[config.mk]
export PLATFORM = sky130hd
export DESIGN_NAME = fixed_mult_arbiter_flat
export DESIGN_NICKNAME = d
export VERILOG_FILES = /design/src/rtl/fixed_mult_arbiter_if.sv /design/src/rtl/fixed_mult_arbiter.sv /design/src/flat_wrapper.sv
export SDC_FILE = /design/constraint.sdc
export NUM_CORES = 2
export LEC_CHECK = 0
export ABC_AREA = 1
export BUFFER_PORTS_ARGS = -buffer_cell sky130_fd_sc_hd__buf_2
export CORE_MARGIN = 2
export CORE_UTILIZATION = 38
export DETAILED_ROUTE_END_ITERATION = 7
export PLACE_DENSITY = 0.67
export SKIP_CTS_REPAIR_TIMING = 1
export SLEW_MARGIN = 5
export SYNTH_ARGS = -nofsm -noshare
export SYNTH_HDL_FRONTEND = slang
export SYNTH_SLANG_ARGS = --single-unit
[constraint.sdc]
create_clock -name i_clk -period 7.4 [get_ports i_clk]
set_clock_uncertainty 0.2 [all_clocks]
set_input_delay 1.11 -clock i_clk [delete_from_list [all_inputs] [get_ports i_clk]]
set_output_delay 1.11 -clock i_clk [all_outputs]
set_load 0.05 [all_outputs]
[src/rtl/fixed_mult_arbiter_if.sv]
// Request/response bundle between the audio-effect stages and the shared
// fixed-point multiplier. Operands are packed per requester.
interface fixed_mult_arbiter_if #(
  parameter int N_REQ = 4,
  parameter int OP_W  = 32
);
  logic [N_REQ-1:0]           req_valid;
  logic [N_REQ-1:0][OP_W-1:0] req_a;
  logic [N_REQ-1:0][OP_W-1:0] req_b;
  logic [N_REQ-1:0]           req_ready;
  logic [N_REQ-1:0]           resp_valid;
  logic [OP_W-1:0]            resp_c;
  logic                       busy;

  // Effect stages drive requests and consume responses.
  modport master (
    output req_valid, req_a, req_b,
    input  req_ready, resp_valid, resp_c, busy
  );

  // The arbiter consumes requests and produces responses.
  modport slave (
    input  req_valid, req_a, req_b,
    output req_ready, resp_valid, resp_c, busy
  );
endinterface

[src/rtl/fixed_mult_arbiter.sv]
// Round-robin arbiter sharing one Q-format multiplier among several
// requesters. Operands are registered on grant, the product is registered
// one cycle later, and the result is strobed back to the owning requester.

// Combinational Q-format multiply: sign-extend to operand_size+fractional_size
// bits, keep the product modulo that width, drop the fractional bits (floor).
module fixed_multiply #(
  parameter int fractional_size = 12,
  parameter int operand_size    = 32
) (
  input  logic [operand_size-1:0] i_a,
  input  logic [operand_size-1:0] i_b,
  output logic [operand_size-1:0] o_c
);
  localparam int P_W = operand_size + fractional_size;

  logic signed [P_W-1:0] w_a_ext;
  logic signed [P_W-1:0] w_b_ext;
  logic signed [P_W-1:0] w_full;

  assign w_a_ext = {{fractional_size{i_a[operand_size-1]}}, i_a};
  assign w_b_ext = {{fractional_size{i_b[operand_size-1]}}, i_b};
  assign w_full  = w_a_ext * w_b_ext;
  // Logical shift then truncation selects bits [P_W-1:fractional_size].
  assign o_c     = operand_size'(w_full >> fractional_size);
endmodule

module fixed_mult_arbiter #(
  parameter int fractional_size = 12,
  parameter int operand_size    = 32,
  parameter int n_requesters    = 4
) (
  input  logic                 i_clk,
  input  logic                 i_rst,
  fixed_mult_arbiter_if.slave  bus
);
  localparam int ID_W = $clog2(n_requesters);

  typedef enum logic [1:0] {
    S_IDLE = 2'd0,
    S_CALC = 2'd1,
    S_RESP = 2'd2
  } state_t;

  state_t                  r_state;
  state_t                  w_state_nxt;
  logic [ID_W-1:0]         r_ptr;
  logic [ID_W-1:0]         r_id;
  logic [operand_size-1:0] r_a;
  logic [operand_size-1:0] r_b;
  logic [operand_size-1:0] r_prod;
  logic [operand_size-1:0] w_prod;
  logic                    w_can_grant;
  logic                    w_grant;
  logic [ID_W-1:0]         w_grant_id;
  logic [ID_W-1:0]         w_scan_id;
  logic [n_requesters-1:0] w_ready;
  logic [n_requesters-1:0] w_resp_valid;

  fixed_multiply #(
    .fractional_size (fractional_size),
    .operand_size    (operand_size)
  ) u_mul (
    .i_a (r_a),
    .i_b (r_b),
    .o_c (w_prod)
  );

  // Round-robin scan from r_ptr; first valid requester wins, only while the
  // datapath can accept (IDLE or RESP) and reset is low.
  always_comb begin
    w_grant     = 1'b0;
    w_grant_id  = '0;
    w_scan_id   = '0;
    w_can_grant = !i_rst && ((r_state == S_IDLE) || (r_state == S_RESP));
    if (w_can_grant) begin
      for (int k = 0; k < n_requesters; k++) begin
        w_scan_id = ID_W'((int'(r_ptr) + k) % n_requesters);
        if (!w_grant && bus.req_valid[w_scan_id]) begin
          w_grant    = 1'b1;
          w_grant_id = w_scan_id;
        end else begin
          w_grant    = w_grant;
        end
      end
    end else begin
      w_grant = 1'b0;
    end
    if (w_grant) begin
      w_ready = n_requesters'(1) << w_grant_id;
    end else begin
      w_ready = '0;
    end
  end

  // State register with synchronous reset; an in-flight op is simply dropped.
  always_ff @(posedge i_clk) begin
    if (i_rst) begin
      r_state <= S_IDLE;
    end else begin
      r_state <= w_state_nxt;
    end
  end

  // Next-state logic: a grant always moves to CALC, CALC always to RESP.
  always_comb begin
    w_state_nxt = S_IDLE;
    case (r_state)
      S_IDLE:  w_state_nxt = w_grant ? S_CALC : S_IDLE;
      S_CALC:  w_state_nxt = S_RESP;
      S_RESP:  w_state_nxt = w_grant ? S_CALC : S_IDLE;
      default: w_state_nxt = S_IDLE;
    endcase
  end

  // Operand capture and pointer advance on handshake; product loads as CALC ends.
  always_ff @(posedge i_clk) begin
    if (i_rst) begin
      r_ptr  <= '0;
      r_id   <= '0;
      r_a    <= '0;
      r_b    <= '0;
      r_prod <= '0;
    end else begin
      if (w_grant) begin
        r_a   <= bus.req_a[w_grant_id];
        r_b   <= bus.req_b[w_grant_id];
        r_id  <= w_grant_id;
        r_ptr <= ID_W'((int'(w_grant_id) + 1) % n_requesters);
      end else begin
        r_ptr <= r_ptr;
      end
      if (r_state == S_CALC) begin
        r_prod <= w_prod;
      end else begin
        r_prod <= r_prod;
      end
    end
  end

  // Response strobe decodes the owner id while presenting the product.
  always_comb begin
    w_resp_valid = '0;
    if (r_state == S_RESP) begin
      w_resp_valid[r_id] = 1'b1;
    end else begin
      w_resp_valid = '0;
    end
  end

  assign bus.req_ready  = w_ready;
  assign bus.resp_valid = w_resp_valid;
  assign bus.resp_c     = r_prod;
  assign bus.busy       = (r_state != S_IDLE);
endmodule

[src/flat_wrapper.sv]
// flat-port wrapper written by rule: the top's interface ports become plain ports
module fixed_mult_arbiter_flat 
#(
  parameter int fractional_size = 12,
  parameter int operand_size    = 32,
  parameter int n_requesters    = 4
)
  (i_clk, i_rst, bus_req_valid, bus_req_a, bus_req_b, bus_req_ready, bus_resp_valid, bus_resp_c, bus_busy);
  fixed_mult_arbiter_if #(.N_REQ((4)), .OP_W((32))) bus_i ();
  input  logic i_clk;
  input  logic i_rst;
  input wire logic [$bits(bus_i.req_valid)-1:0] bus_req_valid;
  input wire logic [$bits(bus_i.req_a)-1:0] bus_req_a;
  input wire logic [$bits(bus_i.req_b)-1:0] bus_req_b;
  output wire logic [$bits(bus_i.req_ready)-1:0] bus_req_ready;
  output wire logic [$bits(bus_i.resp_valid)-1:0] bus_resp_valid;
  output wire logic [$bits(bus_i.resp_c)-1:0] bus_resp_c;
  output wire logic [$bits(bus_i.busy)-1:0] bus_busy;
  assign bus_i.req_valid = bus_req_valid;
  assign bus_i.req_a = bus_req_a;
  assign bus_i.req_b = bus_req_b;
  assign bus_req_ready = bus_i.req_ready;
  assign bus_resp_valid = bus_i.resp_valid;
  assign bus_resp_c = bus_i.resp_c;
  assign bus_busy = bus_i.busy;
  fixed_mult_arbiter #(.fractional_size(fractional_size), .operand_size(operand_size), .n_requesters(n_requesters)) u_core (.i_clk(i_clk), .i_rst(i_rst), .bus(bus_i));
endmodule
==> results.md <==
| Item | Reported |
|:---|:---|
| Number of non-filler instances in the completed layout | 6,039 |
| Post-route minimum period | 7.19 ns |
| Layout cell share with drive strength beyond 1 | 10.6% |
| Number of buffer and inverter instances along the worst setup path | 8 |
| Via density per instance | 4.84 |
| Die boundary width | 302 um |
| Clock transition at the registers of the reported paths | 0.10 ns |
| Cell at the root of the clock tree | sky130_fd_sc_hd__clkbuf_16 |
| Portion of total power attributed to combinational logic | 88.4% |
| Kind of critical path | register to register |
| Reg power frac | 7.6% |
| Startpoint types | register |
| Power density normalized to cell area | 356 mW/mm2 |
| Area of the placeable core | 0.0882 mm2 |
| Net count of the finished layout | 6,038 |
| DP Cell Count | 6,016 |
| Die H | 302 um |
| Post-synth net total | 5,843 |
| Total global routing overflow | 0 |
| Post-Synthesis Cell Area | 0.0338 mm2 |
| Dominant register cell in the synthesized netlist | sky130_fd_sc_hd__dfxtp_1 |
| DRC violations left | 0 |
| Sequential fraction of the synthesis area | 6.04% |
| Sum of negative setup slack | 0 ns |
| Average size of a mapped cell | 7.23 um2 |
| Initial antenna violation count | 2 |
| Source-to-sink clock delay at the later pin of the worst-skew pair | 0.40 ns |
| Part of the power in the clock network | 4.0% |
| HPWL after DPL | 86.7 mm |
| Worst slack on hold paths | 0.279 ns |
| Wire length per cell | 17.3 um |
| CTS tree | built |
| Growth of design area from synthesis to finish | 12.1% |
| Number of global-route vias before repair | 30,300 |
| Post-place instance area | 0.0374 mm2 |
| Max stage delay on crit path | 0.56 ns |
| Family with the most delay on the worst path | adder cells |
| Type of element capturing the critical path | register |
| Antenna-violating nets left | 0 |
| Gate Count Post-Synth | 4,673 |
| Final hold vios | 0 |
| # port buffers | 302 |
| Switch Pwr | 8.12 mW |
| Starting density of the core | 38.3% |
| Status | finished clean |
| Site Rows | 109 |
| Async set or reset register ratio after synthesis | 0% |
| Internal cell power | 5.36 mW |
| Yosys synthesis warning count | 0 |
| Setup repair after global routing missed its margin | no |
| H-Tree Depth | 3 |
| Number of optimization iterations in the first detailed-route pass | 5 |
| Via count | 29,200 |
| Post-route design area | 0.0379 mm2 |
| F_max | 0.139 GHz |
| Unique cell type count in the Yosys netlist | 38 |
| Pin count of the biggest net entering global routing | 101 |
| Min-Delay Path Class | register to register |
| Slowest CP cell | sky130_fd_sc_hd__fa_1 |
| Post-synth EDFFs | 0 |
| Worst EP arrival | 7.35 ns |
| Deepest clock path buffer count | 2 |
| Global-route wire length before repair | 167 mm |
| Required time worst endpoint | 7.55 ns |
| Leakage Power | 22.2 nW |
| Tcrit/Tclk final | 97.2% |
| Number of CTS-inserted buffers | 9 |
| Net Sw Frac | 60.2% |
| Wire length reported by the detailed router | 104 mm |
| Worst slew margin relative to its limit | 30.0% |
| Overall Global Routing Usage | 23.5% |
| Flip-flop and latch count after synthesis | 102 |
| Leading cell type in the layout, fill and taps excluded | sky130_fd_sc_hd__nand2_1 |
| Crit-path max FO | 16 |
| Iter 0 DRT Violations | 2,490 |
| Area of the die | 0.0913 mm2 |
| Final count of negative-setup-slack endpoints | 0 |
| Maximum capacitance violations | 0 |
| Slew at the pin closest to its max-slew limit | 1.05 ns |
| Routability-driven placement congestion ratio | 0.974 |
| Worst IR drop on VDD | 0.357 mV |
| Number of filler instances in the final layout | 8,856 |
| Number of sinks driven by the clock tree | 102 |
| Max Transition Viols Final | 0 |
| Leading cell types in the layout, fill and taps excluded | 1,394 x sky130_fd_sc_hd__nand2_1, 1,305 x sky130_fd_sc_hd__inv_1, 744 x sky130_fd_sc_hd__fa_1 |
| IO Count | 303 |
[flip-flops by register name, indices dropped and copies added (netlist names)]
register / flops
u_core.r_b: 32
u_core.r_id: 2
u_core.r_ptr: 2
u_core.r_state: 2
u_core.r_a: 32
u_core.bus.resp_c: 32
[worst min-delay path: stages (launching register included)]
cell	delay, ns
sky130_fd_sc_hd__dfxtp_1	0.33
sky130_fd_sc_hd__nand2_1	0.06
sky130_fd_sc_hd__a21oi_1	0.05
[cell usage after synthesis (all sizes together), types with 10 or more instances]
cell	number	area (um2)
or2	12	75.1
nand3	255	1280
o211ai	10	75.1
xnor2	11	96.3
inv	1310	4920
nand4	11	68.8
buf	57	308
nor3	14	70.1
fa	745	14900
dfxtp	102	2040
nor2	138	518
clkbuf	206	773
ha	163	2040
nand2	1395	5240
o21ai	61	305
a21oi	127	636
[power by group through the flow]
stage	Clock, mW	Sequential [mW]	Combinational [mW]
after floorplan	0	1.07	6.91
after global placement	0	1.01	11.6
after detailed placement	0	1.02	11.5
after CTS	0.550	1.00	11.8
after global routing	0.560	1.05	13.1
final	0.535	1.03	11.9
[routing by layer]
layer / wire, um / GRT usage, %
met4: 3400 / 7.64
met5: 0 / 0.207
met2: 48400 / 37.9
met3: 8350 / 3.91
met1: 44200 / 32.2
[logic make-up (layout without fill, tap and decap cells)]
| group | count (synthesis) | in the layout | synth area share, % |
|---|---|---|---|
| other cells | 0 | 1 | 0 |
| fa+ha+maj | 908 | 908 | 50.2 |
| simple gates | 1836 | 1836 | 21.7 |
| flops | 102 | 102 | 6.04 |
| buf+inv | 1573 | 1773 | 17.8 |
| xor+xnor | 18 | 18 | 0.489 |
| compound gates | 236 | 236 | 3.85 |
[layout make-up]
| cell class | instances | area, um2 | area share, % |
|---|---|---|---|
| flip-flops and latches | 102 | 2070 | 5.46 |
| multi-input cells | 2998 | 25800 | 68.2 |
| clock inverters | 7 | 86.3 | 0.228 |
| repair buffers | 447 | 3270 | 8.64 |
| well taps | 1165 | 1460 | 3.85 |
| inverters | 1310 | 4920 | 13.0 |
| clock buffers | 9 | 225 | 0.595 |
| diodes | 1 | 2.50 | 0.00661 |
[worst paths after layout]
kind                                                   from  slack [ns]  cells past startpoint                                 end
worst min-delay path            u_core.r_a[26]$_SDFFE_PP0P_        0.28                      2         u_core.r_a[26]$_SDFFE_PP0P_
worst max register to register   u_core.r_b[0]$_SDFFE_PP0P_        0.21                     27  u_core.bus.resp_c[13]$_SDFFE_PP0P_
worst max-delay path             u_core.r_b[0]$_SDFFE_PP0P_        0.21                     27  u_core.bus.resp_c[13]$_SDFFE_PP0P_
worst min register to register  u_core.r_a[26]$_SDFFE_PP0P_        0.28                      2         u_core.r_a[26]$_SDFFE_PP0P_
[per-stage QoR]
stage	total power [mW]	util (%)	setup slack (ns)
final	13.5	42.9	0.208
after global routing	14.7	42.9	0.00214
after CTS	13.3	42.7	0.118
after detailed placement	12.6	42.4	0.155
after global placement	12.6	42.4	0.195
after floorplan	7.98	-	0.555
(Power assumes the default switching activity.)
